[src/rtl/dynamics_processor.sv]
`default_nettype none
// ===========================================================================
// dynamics_processor : noise gate, hard-knee compressor and makeup gain on a
// 16-bit signed sample stream. Gate logic is built only with DYN_GATE_EN.
// Rev 1.0
// ===========================================================================
module dynamics_processor #(
  parameter int ATTACK_SHIFT  = 2,
  parameter int RELEASE_SHIFT = 8,
  parameter int HOLD_SAMPLES  = 2400
) (
  input  logic        avm_clk,
  input  logic        avm_rst,
  input  logic [15:0] in_data,
  input  logic        in_valid,
  output logic        in_ready,
  output logic [15:0] out_data,
  output logic        out_valid,
  input  logic        out_ready,
  input  logic [15:0] threshold_gate,
  input  logic [15:0] threshold_comp,
  input  logic [4:0]  ratio,
  input  logic [15:0] makeup,
  output logic        gate_open,
  output logic        comp_active
);

  typedef enum logic [2:0] {
    S_IDLE = 3'd0,
    S_ABS  = 3'd1,
    S_DIV  = 3'd2,
    S_MAK  = 3'd3,
    S_OUT  = 3'd4
  } state_t;

  state_t state, state_nxt;

  logic [15:0] smp, thr_comp_r, makeup_r, mag_r, env, quo;
  logic [4:0]  ratio_r, rem;
  logic [3:0]  cnt;
  logic        neg_r, comp_r;

  logic [15:0] mag_w, env_nxt, num_w, ymag_w, sat_w, res_w;
  logic [5:0]  trial_w;
  logic [4:0]  rem_nxt;
  logic        take_w;
  logic [31:0] prod_w;
  logic [19:0] scaled_w;
  logic        pass_w;

  always_ff @(posedge avm_clk or posedge avm_rst) begin
    if (avm_rst) state <= S_IDLE;
    else         state <= state_nxt;
  end

  always_comb begin
    state_nxt = state;
    case (state)
      S_IDLE:  if (in_valid) state_nxt = S_ABS;
      S_ABS:   state_nxt = S_DIV;
      S_DIV:   if (cnt == 4'd15) state_nxt = S_MAK;
      S_MAK:   state_nxt = S_OUT;
      S_OUT:   if (out_ready) state_nxt = S_IDLE;
      default: state_nxt = S_IDLE;
    endcase
  end

  assign in_ready  = (state == S_IDLE) && !avm_rst;
  assign out_valid = (state == S_OUT);

  always_comb begin
    // -32768 has no positive counterpart, so clamp it to full scale
    if (smp == 16'h8000)  mag_w = 16'h7fff;
    else if (smp[15])     mag_w = -smp;
    else                  mag_w = smp;

    if (mag_w > env) env_nxt = env + ((mag_w - env) >> ATTACK_SHIFT);
    else             env_nxt = env - ((env - mag_w) >> RELEASE_SHIFT);

    num_w = (mag_w > thr_comp_r) ? (mag_w - thr_comp_r) : 16'd0;

    // Remainder stays below the divisor (<= 31), so 5 bits suffice
    trial_w = {rem, quo[15]};
    take_w  = (trial_w >= {1'b0, ratio_r});
    rem_nxt = take_w ? 5'(trial_w - {1'b0, ratio_r}) : trial_w[4:0];

    ymag_w   = comp_r ? (thr_comp_r + quo) : mag_r;
    prod_w   = {16'd0, ymag_w} * {16'd0, makeup_r};
    scaled_w = prod_w[31:12];
    sat_w    = (scaled_w > 20'd32767) ? 16'h7fff : scaled_w[15:0];
    res_w    = pass_w ? (neg_r ? -sat_w : sat_w) : 16'd0;
  end

  logic unused_prod;
  assign unused_prod = ^prod_w[11:0];

  always_ff @(posedge avm_clk or posedge avm_rst) begin
    if (avm_rst) begin
      smp         <= '0;
      thr_comp_r  <= '0;
      makeup_r    <= '0;
      ratio_r     <= 5'd1;
      mag_r       <= '0;
      env         <= '0;
      quo         <= '0;
      rem         <= '0;
      cnt         <= '0;
      neg_r       <= 1'b0;
      comp_r      <= 1'b0;
      out_data    <= '0;
      comp_active <= 1'b0;
    end else begin
      case (state)
        S_IDLE: begin
          if (in_valid) begin
            smp        <= in_data;
            thr_comp_r <= threshold_comp;
            makeup_r   <= makeup;
            ratio_r    <= (ratio == 5'd0) ? 5'd1 : ratio;
          end
        end
        S_ABS: begin
          neg_r  <= smp[15];
          mag_r  <= mag_w;
          env    <= env_nxt;
          comp_r <= (mag_w > thr_comp_r);
          quo    <= num_w;
          rem    <= '0;
          cnt    <= '0;
        end
        S_DIV: begin
          // Dividend shifts out of quo's MSB while quotient bits shift in
          quo <= {quo[14:0], take_w};
          rem <= rem_nxt;
          cnt <= cnt + 4'd1;
        end
        S_MAK: begin
          out_data    <= res_w;
          comp_active <= comp_r;
        end
        default: ;
      endcase
    end
  end

`ifdef DYN_GATE_EN
  localparam int HOLD_W = (HOLD_SAMPLES > 1) ? $clog2(HOLD_SAMPLES + 1) : 1;

  logic [15:0]       thr_gate_r;
  logic [HOLD_W-1:0] hold_cnt;
  logic              gate_r;

  always_ff @(posedge avm_clk or posedge avm_rst) begin
    if (avm_rst) begin
      thr_gate_r <= '0;
      hold_cnt   <= '0;
      gate_r     <= 1'b0;
      gate_open  <= 1'b0;
    end else begin
      case (state)
        S_IDLE: if (in_valid) thr_gate_r <= threshold_gate;
        S_ABS: begin
          if (env_nxt >= thr_gate_r) begin
            gate_r   <= 1'b1;
            hold_cnt <= HOLD_W'(HOLD_SAMPLES);
          end else if (hold_cnt != '0) begin
            gate_r   <= 1'b1;
            hold_cnt <= hold_cnt - HOLD_W'(1);
          end else begin
            gate_r   <= 1'b0;
          end
        end
        S_MAK:   gate_open <= gate_r;
        default: ;
      endcase
    end
  end

  assign pass_w = gate_r;
`else
  assign gate_open = 1'b1;
  assign pass_w    = 1'b1;

  logic unused_gate;
  assign unused_gate = ^{threshold_gate, env};
`endif

endmodule
`default_nettype wire

[config.mk]
export PLATFORM = sky130hd
export DESIGN_NAME = dynamics_processor
export DESIGN_NICKNAME = d
export VERILOG_FILES = /design/src/rtl/dynamics_processor.sv
export SDC_FILE = /design/constraint.sdc
export NUM_CORES = 1
export LEC_CHECK = 0
export ABC_AREA = 1
export CAP_MARGIN = 20
export CORE_MARGIN = 2
export CORE_UTILIZATION = 60
export CTS_CLUSTER_DIAMETER = 50
export CTS_CLUSTER_SIZE = 16
export DETAILED_ROUTE_END_ITERATION = 10
export PLACE_DENSITY = 0.8
export SLEW_MARGIN = 5
export SYNTH_ARGS = -nofsm -noshare
export SYNTH_HDL_FRONTEND = slang
export SYNTH_SLANG_ARGS = --single-unit
[constraint.sdc]
create_clock -name avm_clk -period 10.85 [get_ports avm_clk]
set_input_delay 1.6275 -clock avm_clk [delete_from_list [all_inputs] [get_ports avm_clk]]
set_output_delay 1.6275 -clock avm_clk [all_outputs]
set_load 0.02 [all_outputs]
==> impl_metrics.env, run 1 <==
export IMPL_async_reset_ff_share_pct=100
export IMPL_tightest_slew_ns=0.998
export IMPL_synth_flop_cell="dfrtp_1"
export IMPL_die_area_um2=27100
export IMPL_place_gp_congestion=0.991
export IMPL_grt_overflow=0
export IMPL_io_pins=93
export IMPL_grt_max_degree=98
export IMPL_crit_fanout=10
export IMPL_grt_pass1_wl_um=68400
export IMPL_htree_num_levels=4
export IMPL_routed_wl_um=41900
export IMPL_synthTopCellsByCount="nand2_1 (380), inv_1 (373), nor2_1 (257), fa_1 (196), ha_1 (140)"
export IMPL_hold_worst_slack_ns=0.459
export IMPL_avgSynthCellArea_um2=7.84
export IMPL_synth_seq_cells=116
export IMPL_area_growth_pct=11.0
export IMPL_crit_path_frequent_cell="nand2_1"
export IMPL_seq_area_frac_synth_pct=18.8
export IMPL_drc=0
export IMPL_antenna_left=0
export IMPL_rsz0062_at_grt="false"
export IMPL_numPortBuffers=75
export IMPL_start_util_pct=61.2
export IMPL_die_h_um=164
export IMPL_hold_class="reg2reg"
export IMPL_slowest_delay_ns=0.60
export IMPL_cts_sinks=116
export IMPL_placed_cell_area_um2=16500
export IMPL_grt_pass1_vias=13900
export IMPL_critPathKind="reg2reg"
export IMPL_outcome="completed"
export IMPL_core_area_um2=25300
export IMPL_fin_nets=2438
export IMPL_cts_made_buffers=17
export IMPL_synth_top_area_share_pct=25.4
export IMPL_hold_buffers=0
export IMPL_maxSlewViolCount=0
export IMPL_drtIter0Drc=1211
export IMPL_drt_pass1_iterations=7
export IMPL_finalHoldViolCount=0
export IMPL_skew_ns=0.0144
export IMPL_design_area_um2=17200
export IMPL_synth_nets=2381
export IMPL_cts_root_buf="clkbuf_16"
export IMPL_synth_area_top_cells="fa_1 (25%), dfrtp_1 (19%), ha_1 (11%)"
export IMPL_maxCapViolCount=0
export IMPL_wl_per_cell_um=17.6
export IMPL_synth_area_um2=15500
export IMPL_crit_required_ns=11.17
export IMPL_die_w_um=164
export IMPL_clk_pin_slew_ns=0.07
export IMPL_clock_latency_ns=0.43
export IMPL_worstPathArrival_ns=10.32
export IMPL_via_count=13600
export IMPL_drive_above_1_share_pct=5.78
export IMPL_cts_tree="yes"
export IMPL_fillers=2035
export IMPL_yosysMostFrequentCell="nand2_1"
export IMPL_critical_path_slowest_cell="fa_1"
export IMPL_setup_tns_ns=0
export IMPL_fin_crit_sh_pct=92.1
export IMPL_grt_usage_pct=32.8
export IMPL_cts_setup_buffers=0
export IMPL_yosys_warnings=0
export IMPL_cp_end_kind="register"
export IMPL_synth_edf_count=0
export IMPL_synthCells=1972
export IMPL_fmax_mhz=100
export IMPL_antenna_found_initial=0
export IMPL_max_slew_margin_pct=33.5
export IMPL_ys_types=62
export IMPL_setup_violations=0
export IMPL_avgViaCountPerCell=5.72
export IMPL_cts_max_path_buffers=2
export IMPL_synth_top_cell_by_area="fa_1"
export IMPL_diodes=0
export IMPL_row_count=58
export IMPL_setup_worst_path_start_class="register"
export IMPL_dp_hpwl_um=32900
export IMPL_min_period_ns=9.99
[per-stage QoR]
stage / instances / util (%) / worst slack [ns]
2_1_floorplan: 1972 / - / 2.45
3_3_place_gp: 2339 / 65.4 / 1.24
3_5_place_dp: 2339 / 65.4 / 0.967
4_1_cts: 2371 / 67.9 / 0.893
5_1_grt: 2372 / 67.9 / 0.124
6_report: 2372 / 67.9 / 0.855
[layout by cell type, fill, tap and decap left out, types with 6 or more instances in the layout]
cell type and n:
nor4_1 8, xnor2_1 20, nor2_2 7, nor3_1 11, nor2_1 257, clkdlybuf4s50_1 75, o21ai_0 60, nand3b_1 7
fa_1 196, o21ai_1 14, a21oi_1 119, nand2_1 380, nand4_1 8, nand3_1 57, xor2_1 21, mux2_2 9
or2_2 17, dfrtp_1 115, clkbuf_16 17, clkinv_1 10, o221ai_1 12, ha_1 140, inv_1 372, a31oi_1 6
nand2_2 11, o21bai_1 8, buf_4 11
[final cells by class]
type                            instances  area (um2)  share of cell area (%)
Tap cell                              330         413                    2.41
Timing Repair Buffer                   86         833                    4.86
Clock inverter                         14         190                    1.11
Inverter                              390        1480                    8.61
Sequential cell                       116        2900                    16.9
Multi-Input combinational cell       1418       10900                    63.5
Clock buffer                           18         439                    2.56
[metal layers]
metal / track usage (%) / share of wire (%)
met1: 41.9 / 39
met2: 53.6 / 46
met3: 6.78 / 9.5
met4: 15.7 / 4.7
met5: 0 / 0
[path summary, 6_finish.rpt]
check,from,to,slack (ns),depth (start not counted)
max,thr_comp_r[2],out_data[10],0.86,53
min,ratio_r[0],ratio_r[0],0.46,2
max reg2reg,thr_comp_r[2],out_data[10],0.86,53
min reg2reg,ratio_r[0],ratio_r[0],0.46,2
max in group asynchronous,avm_rst,makeup_r[9],7.84,3
min in group asynchronous,avm_rst,out_data[14],1.66,2
[logic make-up (layout without fill, tap and decap cells)]
group | Yosys count | after routing | share of synthesized area (%)
AND/OR/NAND/NOR | 785 | 785 | 21.6
other | 1 | 1 | 0.0243
AO/OA/AOI/OAI | 245 | 245 | 8.91
adder cells (fa/ha/maj) | 336 | 336 | 36.7
flip-flops | 116 | 116 | 18.8
multiplexers | 9 | 9 | 0.656
buffers and inverters | 438 | 508 | 10.8
XOR/XNOR | 42 | 42 | 2.43
[critical path, delay by kind of cell (launching register included)]
family,cells,cell delay [ns]
simple gates,31,4.17
buf+inv,8,0.49
flops,1,0.39
fa+ha+maj,9,4.02
compound gates,5,0.81
[registers in the layout, summed over array words and instances, names as in the netlist]
register     cells
mag_r           16
makeup_r        16
out_data        16
quo             16
smp             16
thr_comp_r      16
ratio_r          5
rem              5
cnt              4
state            3
comp_active      1
comp_r           1
neg_r            1
[timing repair]
action	in CTS	in global routing
hold endpoints to repair	0	0
gates resized for setup	0	1
setup endpoints to repair	0	3
Power of run 1 is left out: the tool's default activity adds up to more than one toggle a clock period on the data nets, which glitch-free logic cannot reach.
==> run 2: changes to the inputs <==
--- a/config.mk
+++ b/config.mk
@@ -7,9 +7,9 @@
 export LEC_CHECK = 0
 export ABC_AREA = 1
 export CAP_MARGIN = 20
-export CORE_MARGIN = 2
+export CORE_MARGIN = 8
 export CORE_UTILIZATION = 60
-export CTS_CLUSTER_DIAMETER = 50
+export CTS_CLUSTER_DIAMETER = 30
 export CTS_CLUSTER_SIZE = 16
 export DETAILED_ROUTE_END_ITERATION = 10
 export PLACE_DENSITY = 0.8
==> impl_metrics.env, run 2 (synthesized netlist as in run 1, its figures left out) <==
export IMPL_crit_path_frequent_cell="nand2_1"
export IMPL_drt_pass1_iterations=6
export IMPL_start_util_pct=61.2
export IMPL_cts_made_buffers=17
export IMPL_r2r_cells=50
export IMPL_row_count=58
export IMPL_htree_num_levels=4
export IMPL_multi_input_area_um2=10900
export IMPL_mostFrequentLayoutCells="nand2_1 (380), inv_1 (372), nor2_1 (257), fa_1 (196), ha_1 (140)"
export IMPL_drc=0
export IMPL_numPortBuffers=75
export IMPL_avgViaCountPerCell=5.65
export IMPL_cts_resized=0
export IMPL_die_w_um=176
export IMPL_tightest_slew_ns=0.964
export IMPL_outcome="completed"
export IMPL_grt_pass1_wl_um=70000
export IMPL_drtIter0Drc=1241
export IMPL_fin_crit_sh_pct=92.0
export IMPL_critical_path_slowest_cell="clkinv_1"
export IMPL_die_h_um=176
export IMPL_maxCapViolCount=0
export IMPL_fillers=2171
export IMPL_skew_ns=0.0163
export IMPL_hold_path_cell_count=2
export IMPL_diodes=0
export IMPL_crit_required_ns=11.17
export IMPL_clk_pin_slew_ns=0.07
export IMPL_min_from="ratio_r[0]"
export IMPL_slowest_delay_ns=0.64
export IMPL_setup_worst_path_start_class="register"
export IMPL_critPathKind="reg2reg"
export IMPL_finalHoldViolCount=0
export IMPL_register_area_um2=2900
export IMPL_maxSlewViolCount=0
export IMPL_worstPathArrival_ns=10.30
export IMPL_routed_wl_um=42500
export IMPL_setup_tns_ns=0
export IMPL_wl_per_cell_um=17.9
export IMPL_core_area_um2=25300
export IMPL_r2r_slack_ns=0.87
export IMPL_min_period_ns=9.98
export IMPL_cts_sinks=116
export IMPL_via_count=13400
export IMPL_clock_latency_ns=0.43
export IMPL_cp_end_kind="register"
export IMPL_final_common_cell="nand2_1"
export IMPL_fmax_mhz=100
export IMPL_crit_fanout=10
export IMPL_max_slew_margin_pct=35.3
export IMPL_grt_usage_pct=28.4
export IMPL_cts_max_path_buffers=2
export IMPL_r2r_end="out_data[12]"
export IMPL_grt_overflow=0
export IMPL_place_gp_congestion=0.975
export IMPL_hold_buffers=0
export IMPL_min_to="ratio_r[0]"
export IMPL_rsz0062_at_grt="false"
export IMPL_dp_hpwl_um=34000
export IMPL_setup_violations=0
export IMPL_fin_nets=2441
export IMPL_hold_class="reg2reg"
export IMPL_antenna_found_initial=0
export IMPL_cts_setup_buffers=0
export IMPL_io_pins=93
export IMPL_die_area_um2=31100
export IMPL_cts_root_buf="clkbuf_16"
export IMPL_grt_pass1_vias=13900
export IMPL_cp_startpoint="thr_comp_r[2]"
export IMPL_antenna_left=0
export IMPL_area_growth_pct=10.9
export IMPL_drive_above_1_share_pct=5.87
export IMPL_reg2reg_from="thr_comp_r[2]"
export IMPL_cts_tree="yes"
export IMPL_grt_max_degree=98
## run 2: changes by cell type in the layout (fill, tap and decap cells not counted), moves of 2 or more
cell	change
clkinv_4	-2
inv_8	+3
buf_4	+3
bufinv_16	-2
## run 2: metrics by stage
stage / util (%) / hold slack, ns / area (um2) / instances / setup slack, ns
6_report: 67.8 / 0.474 / 17100 / 2375 / 0.869
5_1_grt: 67.8 / 0.487 / 17100 / 2375 / 0.147
3_5_place_dp: 65.5 / 0.465 / 16500 / 2343 / 0.997
3_3_place_gp: 65.5 / 0.453 / 16500 / 2343 / 1.19
4_1_cts: 67.8 / 0.476 / 17100 / 2375 / 0.981
2_1_floorplan: - / 0.441 / 15500 / 1972 / 2.45
## run 2: final cells by class
cell class                 count  area share, %
multi-input combinational   1418           63.6
sequential                   116           17.0
inverter                     390           8.62
timing repair buffer          89           5.00
clock buffer                  17           2.48
tap                          330           2.41
clock inverter                15          0.935
## run 2: worst max-delay path, delay by kind of cell (launching register included)
kind / cells / cell delay, ns
AO/OA/AOI/OAI: 7 / 1.52
AND/OR/NAND/NOR: 27 / 3.03
buffers and inverters: 7 / 1.00
adder cells (fa/ha/maj): 9 / 3.90
flip-flops: 1 / 0.39
## run 2: worst max-delay path by stage
stage / endpoint / slack (ns) / cells past startpoint
finish: out_data[12] / 0.87 / 50
global route: out_data[10] / 0.15 / 53
CTS: out_data[12] / 0.98 / 54
detailed placement: out_data[10] / 1.0 / 54
global placement: out_data[10] / 1.19 / 50
floorplan: out_data[12] / 2.45 / 54
## run 2: layer usage
layer	share of wire (%)	track usage, %	up-vias
li1	-	-	6214
met1	41	36.0	6494
met2	47	47.0	596
met3	8.8	6.07	122
met4	3.9	11.1	0
met5	0	0.640	-
Power of run 2 is left out for the same reason.
